File: src/rtl/op_sequencer.sv
// Command issue stage for the matrix controller: buffers command words and
// drives operation/in_data for matmul, serial page write and serial page read.
module op_sequencer #(
  parameter int DEPTH         = 4,
  parameter int PAGE_WORDS    = 64,
  parameter int MATMUL_CYCLES = 520
) (
  input  logic        clk,
  input  logic        reset,
  input  logic        enable,
  input  logic        cmd_valid,
  output logic        cmd_ready,
  input  logic [31:0] cmd_data,
  input  logic        wr_valid,
  output logic        wr_ready,
  input  logic [31:0] wr_data,
  output logic        rd_valid,
  input  logic        rd_ready,
  output logic [31:0] rd_data,
  output logic [31:0] operation,
  output logic [31:0] in_data,
  input  logic [31:0] ctl_out_data,
  output logic        busy,
  output logic        done,
  output logic        err
);

  localparam int AW   = $clog2(DEPTH);
  localparam int MAXC = (MATMUL_CYCLES > PAGE_WORDS) ? MATMUL_CYCLES
                                                     : PAGE_WORDS;
  localparam int CW   = $clog2(MAXC) + 1;

  localparam logic [AW:0]   FULL    = (AW+1)'(DEPTH);
  localparam logic [CW-1:0] MM_LAST = CW'(MATMUL_CYCLES - 1);
  localparam logic [CW-1:0] PG_END  = CW'(PAGE_WORDS);

  typedef enum logic [2:0] {
    S_IDLE,
    S_GAP,
    S_MM,
    S_WR,
    S_RD,
    S_DRAIN
  } state_e;

  state_e        state_q, state_d;
  logic [CW-1:0] cnt_q, cnt_d;
  logic [31:0]   cur_q, cur_d;
  logic [31:0]   op_q, op_d;
  logic [31:0]   in_q, in_d;
  logic          done_q, done_d;
  logic          err_q, err_d;
  logic          issue_q, issue_d;

  logic [31:0]   fifo_q [DEPTH];
  logic [31:0]   fifo_d [DEPTH];
  logic [AW-1:0] wp_q, wp_d;
  logic [AW-1:0] rp_q, rp_d;
  logic [AW:0]   fcnt_q, fcnt_d;

  logic [31:0]   sk_q [2];
  logic [31:0]   sk_d [2];
  logic          sk_wp_q, sk_wp_d;
  logic          sk_rp_q, sk_rp_d;
  logic [1:0]    sk_cnt_q, sk_cnt_d;

  logic        pop;
  logic        push;
  logic        wr_acc;
  logic        rd_pop;
  logic        cap;
  logic [31:0] head;
  logic [3:0]  opc;

  assign head = fifo_q[rp_q];
  assign opc  = head[3:0];

  assign pop       = enable && (state_q == S_IDLE) && (fcnt_q != '0);
  assign cmd_ready = enable && ((fcnt_q < FULL) || pop);
  assign push      = cmd_valid && cmd_ready;

  assign wr_ready = enable && (state_q == S_WR) && (cnt_q != PG_END);
  assign wr_acc   = wr_ready && wr_valid;

  assign rd_valid = (sk_cnt_q != 2'd0);
  assign rd_data  = sk_q[sk_rp_q];
  assign rd_pop   = enable && rd_valid && rd_ready;
  // A read shown on operation this cycle returns its word this cycle.
  assign cap      = enable && issue_q;

  assign operation = op_q;
  assign in_data   = in_q;
  assign done      = done_q;
  assign err       = err_q;
  assign busy      = (fcnt_q != '0) || (state_q != S_IDLE);

  always_comb begin
    state_d  = state_q;
    cnt_d    = cnt_q;
    cur_d    = cur_q;
    op_d     = op_q;
    in_d     = in_q;
    done_d   = done_q;
    err_d    = err_q;
    issue_d  = issue_q;
    fifo_d   = fifo_q;
    wp_d     = wp_q;
    rp_d     = rp_q;
    sk_d     = sk_q;
    sk_wp_d  = sk_wp_q;
    sk_rp_d  = sk_rp_q;

    if (push) begin
      fifo_d[wp_q] = cmd_data;
      wp_d         = wp_q + AW'(1);
    end
    if (pop) rp_d = rp_q + AW'(1);
    fcnt_d = fcnt_q + (AW+1)'(push) - (AW+1)'(pop);

    if (cap) begin
      sk_d[sk_wp_q] = ctl_out_data;
      sk_wp_d       = ~sk_wp_q;
    end
    if (rd_pop) sk_rp_d = ~sk_rp_q;
    sk_cnt_d = sk_cnt_q + 2'(cap) - 2'(rd_pop);

    if (enable) begin
      done_d  = 1'b0;
      err_d   = 1'b0;
      issue_d = 1'b0;
      op_d    = '0;
      unique case (state_q)
        S_IDLE: begin
          if (pop) begin
            cur_d = head;
            cnt_d = '0;
            unique case (1'b1)
              (opc == 4'd0): done_d = 1'b1;
              (opc == 4'd1): begin
                state_d = S_MM;
                op_d    = head;
              end
              (opc == 4'd2): state_d = S_WR;
              (opc == 4'd3): state_d = S_RD;
              default:       err_d = 1'b1;
            endcase
          end
        end
        S_MM: begin
          if (cnt_q == MM_LAST) begin
            state_d = S_GAP;
            done_d  = 1'b1;
          end else begin
            op_d  = cur_q;
            cnt_d = cnt_q + CW'(1);
          end
        end
        S_WR: begin
          if (cnt_q == PG_END) begin
            state_d = S_GAP;
            done_d  = 1'b1;
          end else if (wr_acc) begin
            op_d  = cur_q;
            in_d  = wr_data;
            cnt_d = cnt_q + CW'(1);
          end
        end
        S_RD: begin
          // Issue only if the word it returns next cycle is sure to fit.
          if (cnt_q == PG_END) begin
            state_d = S_DRAIN;
          end else if (sk_cnt_d <= 2'd1) begin
            op_d    = cur_q;
            issue_d = 1'b1;
            cnt_d   = cnt_q + CW'(1);
          end
        end
        S_DRAIN: begin
          if (sk_cnt_q == 2'd0) begin
            state_d = S_GAP;
            done_d  = 1'b1;
          end
        end
        S_GAP: state_d = S_IDLE;
        default: state_d = S_IDLE;
      endcase
    end
  end

  always_ff @(posedge clk or posedge reset) begin
    if (reset) begin
      state_q  <= S_IDLE;
      cnt_q    <= '0;
      cur_q    <= '0;
      op_q     <= '0;
      in_q     <= '0;
      done_q   <= 1'b0;
      err_q    <= 1'b0;
      issue_q  <= 1'b0;
      for (int i = 0; i < DEPTH; i++) fifo_q[i] <= '0;
      wp_q     <= '0;
      rp_q     <= '0;
      fcnt_q   <= '0;
      sk_q[0]  <= '0;
      sk_q[1]  <= '0;
      sk_wp_q  <= 1'b0;
      sk_rp_q  <= 1'b0;
      sk_cnt_q <= 2'd0;
    end else begin
      state_q  <= state_d;
      cnt_q    <= cnt_d;
      cur_q    <= cur_d;
      op_q     <= op_d;
      in_q     <= in_d;
      done_q   <= done_d;
      err_q    <= err_d;
      issue_q  <= issue_d;
      fifo_q   <= fifo_d;
      wp_q     <= wp_d;
      rp_q     <= rp_d;
      fcnt_q   <= fcnt_d;
      sk_q     <= sk_d;
      sk_wp_q  <= sk_wp_d;
      sk_rp_q  <= sk_rp_d;
      sk_cnt_q <= sk_cnt_d;
    end
  end

endmodule

File: config.mk
export PLATFORM = sky130hd
export DESIGN_NAME = op_sequencer
export DESIGN_NICKNAME = d
export VERILOG_FILES = /design/src/rtl/op_sequencer.sv
export SDC_FILE = /design/constraint.sdc
export NUM_CORES = 1
export LEC_CHECK = 0
export ABC_AREA = 1
export CORE_MARGIN = 5
export CORE_UTILIZATION = 54
export DETAILED_ROUTE_END_ITERATION = 16
export MAX_ROUTING_LAYER = met4
export PLACE_DENSITY = 0.78
export SYNTH_ARGS = -nofsm -noshare
export SYNTH_HDL_FRONTEND = slang
export SYNTH_SLANG_ARGS = --single-unit
export TNS_END_PERCENT = 10
File: constraint.sdc
create_clock -name clk -period 28.3 [get_ports clk]
set_clock_uncertainty 0.2 [all_clocks]
set_input_delay 5.66 -clock clk [delete_from_list [all_inputs] [get_ports clk]]
set_output_delay 5.66 -clock clk [all_outputs]
set_load 0.1 [all_outputs]
==> summary.txt <==
Floorplanning
  – Starting density of the core: 0.546
  – Placement Rows: 60
  – Area of the core: 26900 µm²
  – Number of top-level design ports: 204
  – Die Outline Area: 30600 µm²
  – Die extent in y: 175 µm
  – Width of the chip: 175 µm

STA
  – Post-Route Setup TNS: 0 ps
  – Number of setup violations in the final report: 0
  – Actual transition at the worst max-transition pin: 1110 ps
  – Fin crit period: 14510 ps
  – Maximum achievable frequency: 0.0689 GHz
  – Post-Route Hold Slack: 276 ps
  – Number of pins with negative max-slew slack in the final report: 0
  – Hold violation total from the final report: 0
  – Final cycle utilization of the critical path: 0.513
  – Final setup margin: 13790 ps
  – Setup repair after global routing missed its margin: false
  – Max-slew headroom: 0.260

Placed design
  – Number of buffer cells added on primary ports: 203
  – Setup Slack @ Placement: 13800 ps
  – Global placement routability congestion: 0.831
  – Total cell area at the placement stage: 16700 µm²
  – Total half-perimeter wirelength after legalization and detailed placement: 23000 µm

Critical path
  – Stages on the worst setup path: 5
  – CP endpoint: cmd_ready
  – Type of the worst setup path: input port to primary output
  – Worst reg2reg endpoint: fifo_q[9]
  – CP most frequent cell: clkdlybuf4s50_1
  – Length in cells of the worst reg-to-reg path: 10
  – Startpoint of the worst-slack reg-to-reg timing path: state_q[0]
  – Max stage delay on crit path: between 1000 and 1500 ps
  – R2r setup slk: roughly 24000 ps
  – Critical path's slowest cell: clkdlybuf4s50_1
  – Startpoint type of the worst setup path: input port
  – Crit path required time: around 22000 ps
  – Buffering stage count on the worst path with inverters included: 3
  – Cell family with most CP delay: buffers and inverters
  – Critical-path cell list: clkdlybuf4s50_1, buf_4, nand3b_4, o21ai_2, clkdlybuf4s50_1
  – Start point of the critical path: enable
  – Data arrival time of the critical path: 8650 ps
  – CP max FO: 79
  – Nature of the critical path endpoint: primary output

Clocking
  – # Post-CTS Setup Buffers: 0
  – Clock buffers created by TritonCTS: 36
  – Clock tree from TritonCTS: yes
  – Clock slew seen by the registers of the worst setup and hold paths: 60 ps
  – Post-cts resize count: 0
  – Count of hold buffers inserted by post-cts repair: 0
  – Count of clock tree sinks: ~320
  – # H-tree levels: 2
  – Clk_lat worst skew: 520 ps
  – CTS root buffer: clkbuf_16
  – Longest Clk Path Bufs: 3

Run status
  – Run status: complete, no violations

Routing
  – Number of design rule violations left after detail routing: 0
  – 1st-pass router iterations: 5
  – Remaining antenna violation count after routing: 0
  – Routed wire length: 37100 µm
  – Vias per std cell: 5.31
  – Average detailed-routed wire length per instance: 16.1 µm
  – Iteration-0 DRC count of the detailed router: ~1200
  – Via total after detailed routing: 12275

Layout
  – Fin nets: between 2000 and 2500
  – Most common cell after layout, fill and taps aside: nand2_1
  – Fraction of layout cells with a size suffix above 1: 0.0604
  – Growth of design area from synthesis to finish: 21.7%
  – Number of fill cells in the layout: 2215
  – Number of inserted diodes: 0
  – Leading cell types in the layout, fill and taps excluded: 768 x nand2_1, 315 x dfrtp_1, 203 x clkdlybuf4s50_1
  – Total non-filler cell area in the finished layout: 17800 µm²

Global routing
  – Wire length of the first global-routing pass: 61400 µm
  – Number of antenna violations at the first check in global routing: 0
  – Global router's overall resource usage: 0.249
  – Maximum number of pins on one net before global-route repair: 112
  – Vias in the first global route: 11860
  – GRT Residual Overflow: 0

Power
  – Net switching fraction of the power: 0.484
  – Internal power summed over all cells: 1.16 mW
  – Sequential share of power: 0.315
  – Switching pwr: roughly 1.1 mW
  – Share of total power in combinational logic: 0.489
  – Portion of total power attributed to the clock network: 0.197
  – Power per standard cell area: 126 nW/µm²
  – Leakage component of the power: 8.80 nW
  – Largest vdd supply drop: 0.0593 mV

Logic synthesis
  – Number of storage elements in the synthesis netlist: 316
  – Seq/Total Area, Yosys: 0.539
  – Synth unique cells: 36
  – Average size of a mapped cell: just over 8 µm²
  – Post-Synthesis Cell Area: 14700 µm²
  – Number of nets in the synthesized netlist: 1909
  – Number of warning messages in the yosys log: 0
  – Gate Count Post-Synth: 1795

Hold path
  – Path category of the worst min-delay check: flip-flop to flip-flop
  – Startpoint of the tightest hold check path: operation[14]

Job
  – Maxcap violations: 0
-- through the flow --
stage / power, mW / utilization / std cells
4_1_cts: 2.26 / 0.664 / 2312
6_report: 2.25 / 0.664 / 2312
5_1_grt: 2.39 / 0.664 / 2312
3_3_place_gp: 1.78 / 0.622 / 2249
3_5_place_dp: 1.81 / 0.622 / 2249
2_1_floorplan: 1.54 / - / 1795
-- worst min-delay path by stage --
stage,cells past startpoint,to
after floorplan,2,fifo_q[0]
after global placement,2,operation[28]
final,2,operation[14]
after global routing,2,fifo_q[33]
after detailed placement,2,operation[17]
after CTS,2,fifo_q[12]
-- worst register-to-register path, stage by stage, from the launching register on --
cell,delay (ps)
dfrtp_1,430
nor2_2,160
nand2_2,100
inv_2,340
nand3b_4,630
o21ai_2,310
nand2_4,360
buf_4,490
nor2_4,800
nand2_1,190
nand2_1,130
-- cells in the mapped netlist --
cell,instances,share of area
nor2_2,2,0.00085
buf_1,6,0.0015
inv_2,4,0.0010
o21ai_1,106,0.036
a21oi_1,10,0.0034
xor2_1,9,0.0054
xnor2_1,1,0.00060
o21ai_0,129,0.044
nor3_1,7,0.0024
clkbuf_2,1,0.00034
mux2_2,32,0.025
clkbuf_1,38,0.0097
nor2_4,3,0.0023
nand2_2,1,0.00043
ha_1,11,0.0094
nand3b_4,1,0.0014
dfrtp_1,316,0.54
buf_2,48,0.016
nand4_1,2,0.00085
o211ai_1,24,0.012
fa_1,1,0.0014
nand2_1,768,0.20
o21bai_1,1,0.00051
nor2_1,49,0.013
nand3_1,82,0.028
inv_1,106,0.027
o21ai_2,1,0.00060
nand2_4,1,0.00077
clkinv_1,1,0.00026
buf_4,7,0.0036
or2_2,1,0.00043
nand3b_1,16,0.0082
nor3_2,1,0.00068
buf_6,7,0.0054
nand3_2,1,0.00068
nor3_4,1,0.0011
-- metal layers --
layer,GRT usage,part of all wire
met1,0.344,0.44
met2,0.386,0.46
met3,0.0407,0.071
met4,0.0723,0.027
met5,-,0
-- state kept, by name, summed over array words and instances, names as in the netlist, 3 cells and up --
signal	flops
operation	32
sk_q	64
fcnt_q	3
cur_q	32
state_q	3
in_data	32
fifo_q	128
cnt_q	11
-- power groups by stage --
stage / Sequential (mW) / Combinational, mW / Clock (mW)
finish: 0.709 / 1.10 / 0.444
global placement: 0.706 / 1.08 / 0
global route: 0.729 / 1.19 / 0.472
CTS: 0.709 / 1.10 / 0.451
detailed placement: 0.715 / 1.10 / 0
floorplan: 0.997 / 0.542 / 0
-- cell type report --
cell class,instances,area (µm²),share of cell area
inverter,111,424,0.0238
clock inverter,9,83.8,0.00470
timing repair buffer,220,2160,0.121
clock buffer,54,1030,0.0577
multi-input combinational,1261,5810,0.326
sequential,316,7910,0.443
tap,341,427,0.0239
-- logic make-up (layout without fill, tap and decap cells) --
kind of cell             after synthesis  in the layout  synth area share
XOR/XNOR                              10             10           0.00597
AO/OA/AOI/OAI                        271            271            0.0970
flip-flops                           316            316             0.539
adder cells (fa/ha/maj)               12             12            0.0107
AND/OR/NAND/NOR                      936            936             0.257
multiplexers                          32             32            0.0246
buffers and inverters                218            394            0.0654
Power figures use the tool's default switching activity.
